File: config.mk
export PLATFORM = sky130hd
export DESIGN_NAME = attn_row_sched
export DESIGN_NICKNAME = d
export VERILOG_FILES = /design/src/rtl/attn_pkg.sv /design/src/rtl/attn_opbuf.sv /design/src/rtl/attn_row_sched.sv
export SDC_FILE = /design/constraint.sdc
export NUM_CORES = 1
export LEC_CHECK = 0
export BUFFER_PORTS_ARGS = -buffer_cell sky130_fd_sc_hd__buf_2
export CORE_MARGIN = 3
export CORE_UTILIZATION = 60
export DETAILED_ROUTE_END_ITERATION = 6
export PLACE_DENSITY = 0.8
export RECOVER_POWER = 100
export SYNTH_ARGS = -nofsm -noshare
export SYNTH_HDL_FRONTEND = slang
export SYNTH_HIERARCHICAL = 1
export SYNTH_SLANG_ARGS = --single-unit
File: constraint.sdc
create_clock -name clk -period 5.85 [get_ports clk]
set_input_delay 1.755 -clock clk [delete_from_list [all_inputs] [get_ports clk]]
set_output_delay 1.755 -clock clk [all_outputs]
set_load 0.005 [all_outputs]
File: src/rtl/attn_pkg.sv
// Shared types and default sizing for the attention row scheduler.
package attn_pkg;

  localparam int unsigned DW_DEF     = 8;
  localparam int unsigned N_FEAT_DEF = 4;
  localparam int unsigned N_KEY_DEF  = 4;

  typedef enum logic [2:0] {
    LOAD_Q,
    LOAD_K,
    ISSUE,
    COLLECT,
    EMIT
  } state_e;

  // Counter width for a phase with 'limit' steps; never narrower than one bit.
  function automatic int unsigned cnt_w(input int unsigned limit);
    return (limit > 1) ? $clog2(limit) : 1;
  endfunction

endpackage

File: src/rtl/attn_opbuf.sv
// Query/key operand register file: feature-indexed query, key-major key rows,
// combinational (key, feature) read port.
module attn_opbuf
  import attn_pkg::*;
#(
  parameter int unsigned DW     = DW_DEF,
  parameter int unsigned N_FEAT = N_FEAT_DEF,
  parameter int unsigned N_KEY  = N_KEY_DEF,
  parameter int unsigned FW     = cnt_w(N_FEAT),
  parameter int unsigned KW     = cnt_w(N_KEY)
) (
  input  logic          clk,
  input  logic          q_we,
  input  logic          k_we,
  input  logic [KW-1:0] wr_key,
  input  logic [FW-1:0] wr_feat,
  input  logic [DW-1:0] wr_data,
  input  logic [KW-1:0] rd_key,
  input  logic [FW-1:0] rd_feat,
  output logic [DW-1:0] rd_q,
  output logic [DW-1:0] rd_k
);

  logic [DW-1:0] q_mem [N_FEAT];
  logic [DW-1:0] k_mem [N_KEY][N_FEAT];

  // Operand storage is not reset; contents are only read after being loaded.
  always_ff @(posedge clk) begin
    if (q_we) q_mem[wr_feat] <= wr_data;
    if (k_we) k_mem[wr_key][wr_feat] <= wr_data;
  end

  assign rd_q = q_mem[rd_feat];
  assign rd_k = k_mem[rd_key][rd_feat];

endmodule

File: src/rtl/attn_row_sched.sv
// Attention row scheduler: loads a query and key rows, streams (q, k) pairs to
// a MAC engine, collects softmax weights and re-emits them in index order.
module attn_row_sched
  import attn_pkg::*;
#(
  parameter int unsigned DW     = DW_DEF,
  parameter int unsigned N_FEAT = N_FEAT_DEF,
  parameter int unsigned N_KEY  = N_KEY_DEF
) (
  input  logic          clk,
  input  logic          rst_n,
  input  logic          s_vld,
  output logic          s_rdy,
  input  logic [DW-1:0] s_data,
  output logic          op_vld,
  input  logic          op_rdy,
  output logic [DW-1:0] op_a,
  output logic [DW-1:0] op_b,
  output logic          op_last_feat,
  output logic          op_last_key,
  input  logic          w_vld,
  output logic          w_rdy,
  input  logic [DW-1:0] w_data,
  output logic          m_vld,
  input  logic          m_rdy,
  output logic [DW-1:0] m_data,
  input  logic          keep_q,
  output logic          busy,
  output logic          row_done,
  output logic [7:0]    rows_cnt
);

  localparam int unsigned FW = cnt_w(N_FEAT);
  localparam int unsigned KW = cnt_w(N_KEY);

  state_e        state_q, state_d;
  logic [FW-1:0] feat_q, feat_d;
  logic [KW-1:0] key_q, key_d;
  logic          active_q;
  logic          row_done_q;
  logic [7:0]    rows_q;
  logic          q_we, k_we, w_we, done_set;
  logic [DW-1:0] w_mem [N_KEY];

  logic          last_feat, last_key;
  logic [FW-1:0] feat_inc;
  logic [KW-1:0] key_inc;

  assign last_feat = (feat_q == FW'(N_FEAT - 1));
  assign last_key  = (key_q == KW'(N_KEY - 1));
  assign feat_inc  = last_feat ? '0 : feat_q + FW'(1);
  assign key_inc   = last_key ? '0 : key_q + KW'(1);

  attn_opbuf #(
    .DW     (DW),
    .N_FEAT (N_FEAT),
    .N_KEY  (N_KEY),
    .FW     (FW),
    .KW     (KW)
  ) u_opbuf (
    .clk     (clk),
    .q_we    (q_we),
    .k_we    (k_we),
    .wr_key  (key_q),
    .wr_feat (feat_q),
    .wr_data (s_data),
    .rd_key  (key_q),
    .rd_feat (feat_q),
    .rd_q    (op_a),
    .rd_k    (op_b)
  );

  // Next-state, counter stepping and handshake outputs.
  always_comb begin
    state_d      = state_q;
    feat_d       = feat_q;
    key_d        = key_q;
    s_rdy        = 1'b0;
    op_vld       = 1'b0;
    w_rdy        = 1'b0;
    m_vld        = 1'b0;
    op_last_feat = 1'b0;
    op_last_key  = 1'b0;
    q_we         = 1'b0;
    k_we         = 1'b0;
    w_we         = 1'b0;
    done_set     = 1'b0;
    case (state_q)
      LOAD_Q: begin
        // active_q keeps s_rdy low during reset and rises one cycle after release.
        s_rdy = active_q;
        if (s_vld && active_q) begin
          q_we   = 1'b1;
          feat_d = feat_inc;
          if (last_feat) state_d = LOAD_K;
        end
      end
      LOAD_K: begin
        s_rdy = active_q;
        if (s_vld && active_q) begin
          k_we   = 1'b1;
          feat_d = feat_inc;
          if (last_feat) key_d = key_inc;
          if (last_feat && last_key) state_d = ISSUE;
        end
      end
      ISSUE: begin
        op_vld       = 1'b1;
        op_last_feat = last_feat;
        op_last_key  = last_feat && last_key;
        if (op_rdy) begin
          feat_d = feat_inc;
          if (last_feat) key_d = key_inc;
          if (last_feat && last_key) state_d = COLLECT;
        end
      end
      COLLECT: begin
        w_rdy = 1'b1;
        if (w_vld) begin
          w_we  = 1'b1;
          key_d = key_inc;
          if (last_key) state_d = EMIT;
        end
      end
      EMIT: begin
        m_vld = 1'b1;
        if (m_rdy) begin
          key_d = key_inc;
          if (last_key) begin
            done_set = 1'b1;
            state_d  = keep_q ? LOAD_K : LOAD_Q;
          end
        end
      end
      default: state_d = LOAD_Q;
    endcase
  end

  // State, counters and row bookkeeping; synchronous active-low reset.
  always_ff @(posedge clk) begin
    if (!rst_n) begin
      state_q    <= LOAD_Q;
      feat_q     <= '0;
      key_q      <= '0;
      active_q   <= 1'b0;
      row_done_q <= 1'b0;
      rows_q     <= '0;
    end else begin
      state_q    <= state_d;
      feat_q     <= feat_d;
      key_q      <= key_d;
      active_q   <= 1'b1;
      row_done_q <= done_set;
      rows_q     <= rows_q + 8'(done_set);
    end
  end

  // Weight storage, written in arrival order during COLLECT.
  always_ff @(posedge clk) begin
    if (w_we) w_mem[key_q] <= w_data;
  end

  assign m_data   = w_mem[key_q];
  assign busy     = !((state_q == LOAD_Q) && (feat_q == '0));
  assign row_done = row_done_q;
  assign rows_cnt = rows_q;

endmodule
==> results of run 1 <==
[metrics by stage]
stage	total power, uW	instance area (sq um)	setup slack [ns]
CTS	3070	9520	1.23
detailed placement	1760	8840	1.52
global route	3130	9440	0.811
finish	3040	9440	1.02
floorplan	1720	8430	2.19
global placement	1760	8840	1.74
[tightest hold or removal path, stage by stage, from the launching register on]
cell and delay (ns):
dfxtp_1 0.35, xor2_1 0.08, nor2_1 0.08
[synth_stat cells (2+ instances only)]
cell | number | area [sq um]
nor3_1 | 6 | 30.0
buf_2 | 6 | 30.0
nand2b_1 | 4 | 25.0
nor2_1 | 24 | 90.1
xor2_1 | 4 | 35.0
a22oi_1 | 16 | 120
nand2_1 | 14 | 52.6
buf_4 | 3 | 22.5
mux2i_1 | 7 | 70.1
dfxtp_1 | 19 | 380
xnor2_1 | 2 | 17.5
or4b_4 | 2 | 27.5
nand3b_1 | 6 | 45.0
nor3b_1 | 3 | 22.5
clkdlybuf4s25_2 | 2 | 20.0
and2_1 | 5 | 31.3
mux4_1 | 11 | 289
inv_1 | 4 | 15.0
edfxtp_1 | 192 | 5770
inv_2 | 2 | 7.51
and3_1 | 9 | 56.3
clkbuf_1 | 2 | 7.51
buf_6 | 5 | 56.3
a21oi_1 | 5 | 25.0
ha_1 | 9 | 113
mux4_2 | 37 | 833
nand3_1 | 8 | 40.0
[state kept, by name, summed over array words and instances (netlist names), named ones only]
register and flops:
w_mem 32, state_q 3, row_done 1, u_opbuf/k_mem 128, active_q 1, u_opbuf/q_mem 32, feat_q 2, rows_cnt 8
key_q 2
[power groups by stage]
| stage | combinational, uW | sequential [uW] | clock [uW] |
|---|---|---|---|
| after floorplan | 32.2 | 1680 | 0 |
| after global placement | 71.0 | 1690 | 0 |
| after detailed placement | 74.1 | 1690 | 0 |
| after CTS | 74.8 | 1660 | 1340 |
| after global routing | 78.0 | 1660 | 1400 |
| final | 70.4 | 1660 | 1310 |
[final cells by class]
type / count / area [sq um]
flip-flops and latches: 211 / 6150
fillers: 831 / 4060
multi-input cells: 193 / 2080
clock buffers: 22 / 529
repair buffers: 66 / 292
well taps: 176 / 220
clock inverters: 14 / 149
inverters: 6 / 22.5
[layer usage]
metal	GRT usage, %	vias to the layer above	wire length, um
met5	0	-	0
met4	5.48	0	270
met3	4.67	27	1310
met2	33.4	207	7870
met1	29.2	2223	6350
li1	-	1896	-
[worst paths after layout]
path                            cells after the start  slack, ns                    to
worst max-delay path                                5       1.02               op_b[0]
worst min-delay path                                2       0.54           rows_cnt[7]
worst max register to register                      4       2.83  u_opbuf/k_mem[0][27]
worst min register to register                      2       0.54           rows_cnt[7]
[cells by family after synthesis]
family	Yosys count	synth area share, %
muxes	55	14.1
and+or+nand+nor	92	6.10
xor gates and xnor gates	6	0.623
buffers and inverters	26	2.05
adders and majority gates	9	1.34
DFF	211	72.9
AOI/OAI and AO/OA	31	2.84
==> flow_summary_export.csv, run 1 <==
group,metric,value,unit
run_status,outcome,"finished, final reports clean",
synthesis,ys_async_sr_fraction,0,%
clock_tree,cts_hold_buf,0,
drt,via_count,4353,
global_route,grt-ovfl-total,0,
synthesis,synth_cell_type_count,50,
setup_path,r2r-start,"state_q[2]",
synthesis,syn_nets,462,
finish,drive_gt1_share,20.5,%
sta,tns,0,ns
setup_path,worstPathArrival,3.07,ns
finish,post-route-util,69.9,%
power_and_ir_drop,power_leakage,0.00311,uW
synthesis,synthCells,430,
sta,fin_crit_sh,82.5,%
drt,drtPass1Iterations,5,
setup_path,end_kind,"output port",
power_and_ir_drop,pwr-share-seq,54.5,%
sta,report.final.setup_viol,0,
drt,vias_per_cell,6.33,
floorplan,dieArea,15500,sq um
synthesis,ys_warn_count,6,
clock_tree,clkSlewWorstSetupHoldPaths,0.06,ns
synthesis,syn_area_per_cell,19.6,sq um
clock_tree,htree_levels,1,
floorplan,num_io_pins,63,
finish,syn2layout_area_growth,12.0,%
sta,post-route-min-period,4.83,ns
clock_tree,ctsResizeCount,0,
synthesis,seq_area_frac_synth,72.9,%
floorplan,die_width,125,um
synthesis,ys.flop_type,"edfxtp_1",
hold_path,hp-class,"flip-flop to flip-flop",
power_and_ir_drop,clockPowerShare,43.1,%
floorplan,initial_core_util,62.4,%
hold_path,hold_path_startpoint,"rows_cnt[7]",
floorplan,die_y,125,um
synthesis,synth_area,8430,sq um
run,maxCapViolCount,0,
clock_tree,cts_max_path_buffers,3,
setup_path,criticalPathCategory,"flip-flop to output port",
sta,slew_violations,0,
placed_design,dp.cells,652,
finish,antenna_cells,0,
power_and_ir_drop,power_frac_comb,2.3,%
sta,relSlewSlack,11.2,%
setup_path,crit_fanout,26,
placed_design,place.gp.congestion,0.808,
power_and_ir_drop,intPower,2460,uW
sta,rsz0062_at_grt,"no",
drt,routed_wl,15800,um
clock_tree,tritoncts,"yes",
setup_path,crit_buf_inv,2,
power_and_ir_drop,swShare,19.0,%
power_and_ir_drop,peakVddDrop,0.000269,V
synthesis,synth_edf_count,192,
setup_path,max_stage_delay,0.81,ns
sta,skew,0.00873,ns
finish,final_cell_mix,"192 x edfxtp_1, 37 x mux4_2, 34 x clkbuf_1",
global_route,grt.total_usage,20.7,%
clock_tree,insertion_delay,0.48,ns
finish,final_nets,531,
drt,routedWlPerCell,23.0,um
clock_tree,postCtsSetupBuffers,0,
global_route,antenna_found_initial,0,
floorplan,num_rows,42,
setup_path,crit_chain,"clkbuf_2 -> mux4_2 -> a22oi_1 -> nand2_1 -> buf_2",
sta,hold_slack,0.543,ns
placed_design,io_buffers,62,
drt,drt_iter0_drc,530,
setup_path,cp.required,4.09,ns
power_and_ir_drop,p_per_area,322,nW/um^2
global_route,grt_pass1_vias,4409,
clock_tree,numClockSinks,211,
global_route,grt_max_degree,28,
synthesis,ys_ff_latch,211,
finish,layout_commonest_cell,"edfxtp_1",
setup_path,slowest_stage,"dfxtp_2",
setup_path,cp-startpoint,"key_q[0]",
power_and_ir_drop,power.switching,577,uW
drt,drt.antenna.violating_nets,0,
global_route,grt_pass1_wl,25100,um
sta,final_hold_viol_count,0,
sta,tightest_slew,1.32,ns
setup_path,cp_top_family,"flip-flops",
finish,final_cell_count_no_fill,688,
drt,drcViolationCount,0,
floorplan,core-area,13500,sq um
placed_design,dpl.hpwl,9810,um
sta,fmax,0.207,GHz
clock_tree,cts_buffers,21,
clock_tree,cts_root_buf,"clkbuf_16",
setup_path,start_kind,"flip-flop",
No activity file was read; power rests on OpenSTA's default activity.
==> inputs of run 2 (changes only) <==
CORE_UTILIZATION = 54   (was 60)
PLACE_DENSITY = 0.76   (was 0.8)
clock period = 4 ns   (was 5.85 ns; I/O delays follow)
==> flow_summary_export.csv, run 2 (synthesized netlist as in run 1, its figures left out) <==
group,metric,value,unit
sta,tns,0,ns
setup_path,cp.required,2.80,ns
finish,largest_reg_flops,128,
setup_path,cp-startpoint,"key_q[1]",
finish,drive_gt1_share,17.6,%
global_route,grt.total_usage,18.8,%
finish,reg.largest.list,"u_opbuf/k_mem: 128 flops, u_opbuf/q_mem: 32 flops, w_mem: 32 flops",
setup_path,r2r-end,"u_opbuf/k_mem[0][29]",
finish,top_register,"u_opbuf/k_mem",
placed_design,dpl.hpwl,9870,um
sta,relSlewSlack,30.2,%
floorplan,num_io_pins,63,
setup_path,r2r-start,"state_q[2]",
clock_tree,cts_max_path_buffers,3,
clock_tree,cts_buffers,20,
floorplan,die_y,131,um
sta,skew,0.00778,ns
setup_path,start_kind,"flip-flop",
floorplan,initial_core_util,55.2,%
drt,via_count,4255,
floorplan,num_rows,45,
global_route,grt-ovfl-total,0,
drt,drt.antenna.violating_nets,0,
setup_path,criticalPathCategory,"flip-flop to output port",
setup_path,crit_fanout,44,
setup_path,r2r_slack,1.18,ns
sta,report.final.setup_viol,0,
drt,routedWlPerCell,21.3,um
drt,drcViolationCount,0,
run_status,outcome,"finished, final reports clean",
setup_path,worstPathArrival,2.40,ns
floorplan,dieArea,17100,sq um
sta,layout_setup_ws,0.396,ns
drt,drtPass1Iterations,5,
sta,post-route-min-period,3.60,ns
placed_design,pre_cts_slack,0.587,ns
clock_tree,cts_root_buf,"clkbuf_16",
placed_design,place.gp.congestion,0.813,
clock_tree,ctsResizeCount,0,
setup_path,r2r_cells,5,
drt,vias_per_cell,5.77,
power_and_ir_drop,peakVddDrop,0.000475,V
finish,antenna_cells,0,
global_route,antenna_found_initial,0,
clock_tree,htree_levels,1,
floorplan,core-area,15300,sq um
setup_path,crit_end,"op_b[3]",
sta,hold_slack,0.558,ns
hold_path,hp-class,"flip-flop to flip-flop",
placed_design,postPlaceCellArea,9010,sq um
sta,tightest_slew,1.05,ns
power_and_ir_drop,power_leakage,0.00308,uW
clock_tree,cts_hold_buf,0,
floorplan,die_width,131,um
placed_design,io_buffers,62,
finish,stdcell_area,9500,sq um
sta,fmax,0.277,GHz
drt,routed_wl,15700,um
clock_tree,numClockSinks,211,
finish,syn2layout_area_growth,12.8,%
setup_path,end_kind,"output port",
power_and_ir_drop,p_per_area,452,nW/um^2
global_route,grt_max_degree,45,
finish,final_nets,545,
clock_tree,tritoncts,"yes",
finish,layout_commonest_cell,"edfxtp_1",
sta,slew_violations,0,
run,maxCapViolCount,0,
sta,rsz0062_at_grt,"no",
sta,fin_crit_sh,90.1,%
power_and_ir_drop,totalPowerFinal,4300,uW
clock_tree,insertion_delay,0.48,ns
drt,drt_iter0_drc,368,
clock_tree,postCtsSetupBuffers,0,
global_route,grt_pass1_vias,4175,
finish,final_cell_mix,"192 x edfxtp_1, 61 x clkbuf_1, 37 x mux4_2",
global_route,grt_pass1_wl,24200,um
clock_tree,clkSlewWorstSetupHoldPaths,0.06,ns
sta,final_hold_viol_count,0,
## run 2: worst min-delay path by stage
stage / start / end / slack [ns] / depth (start not counted)
3_3_place_gp: rows_cnt[7] / rows_cnt[7] / 0.50 / 2
2_1_floorplan: rows_cnt[7] / rows_cnt[7] / 0.50 / 2
5_1_grt: key_q[0] / key_q[0] / 0.60 / 2
3_5_place_dp: rows_cnt[7] / rows_cnt[7] / 0.54 / 2
4_1_cts: rows_cnt[7] / rows_cnt[7] / 0.55 / 2
6_report: rows_cnt[7] / rows_cnt[7] / 0.56 / 2
## run 2: worst max-delay path, stage by stage (launching register included)
cell      delay (ns)
dfxtp_2         0.99
mux4_1          0.47
a22oi_1         0.22
nand2_1         0.11
clkbuf_1        0.13
## run 2: area by class of cell
cell class	count	area, sq um
timing repair buffer	81	353
tap	211	264
multi-input combinational	193	2090
clock inverter	8	60.1
sequential	211	6150
inverter	6	22.5
fill	1088	5750
clock buffer	28	562
## run 2: metrics by stage
stage                     cells  utilization (%)
after floorplan             430                -
after global placement      702             59.1
after detailed placement    702             59.1
after CTS                   738             63.1
after global routing        738             62.3
final                       738             62.3
## run 2: routing by layer
layer	routed length [um]	vias to the layer above	global-route usage, %
met5	0	-	0
met3	1030	22	3.09
li1	-	1922	-
met1	6700	2149	28.5
met2	7710	162	28.9
met4	280	0	5.02
## run 2: where the power goes
part           switching, uW  internal [uW]
sequential              4.78           2410
clock                    726           1040
combinational           73.4           36.4
total                    804           3490
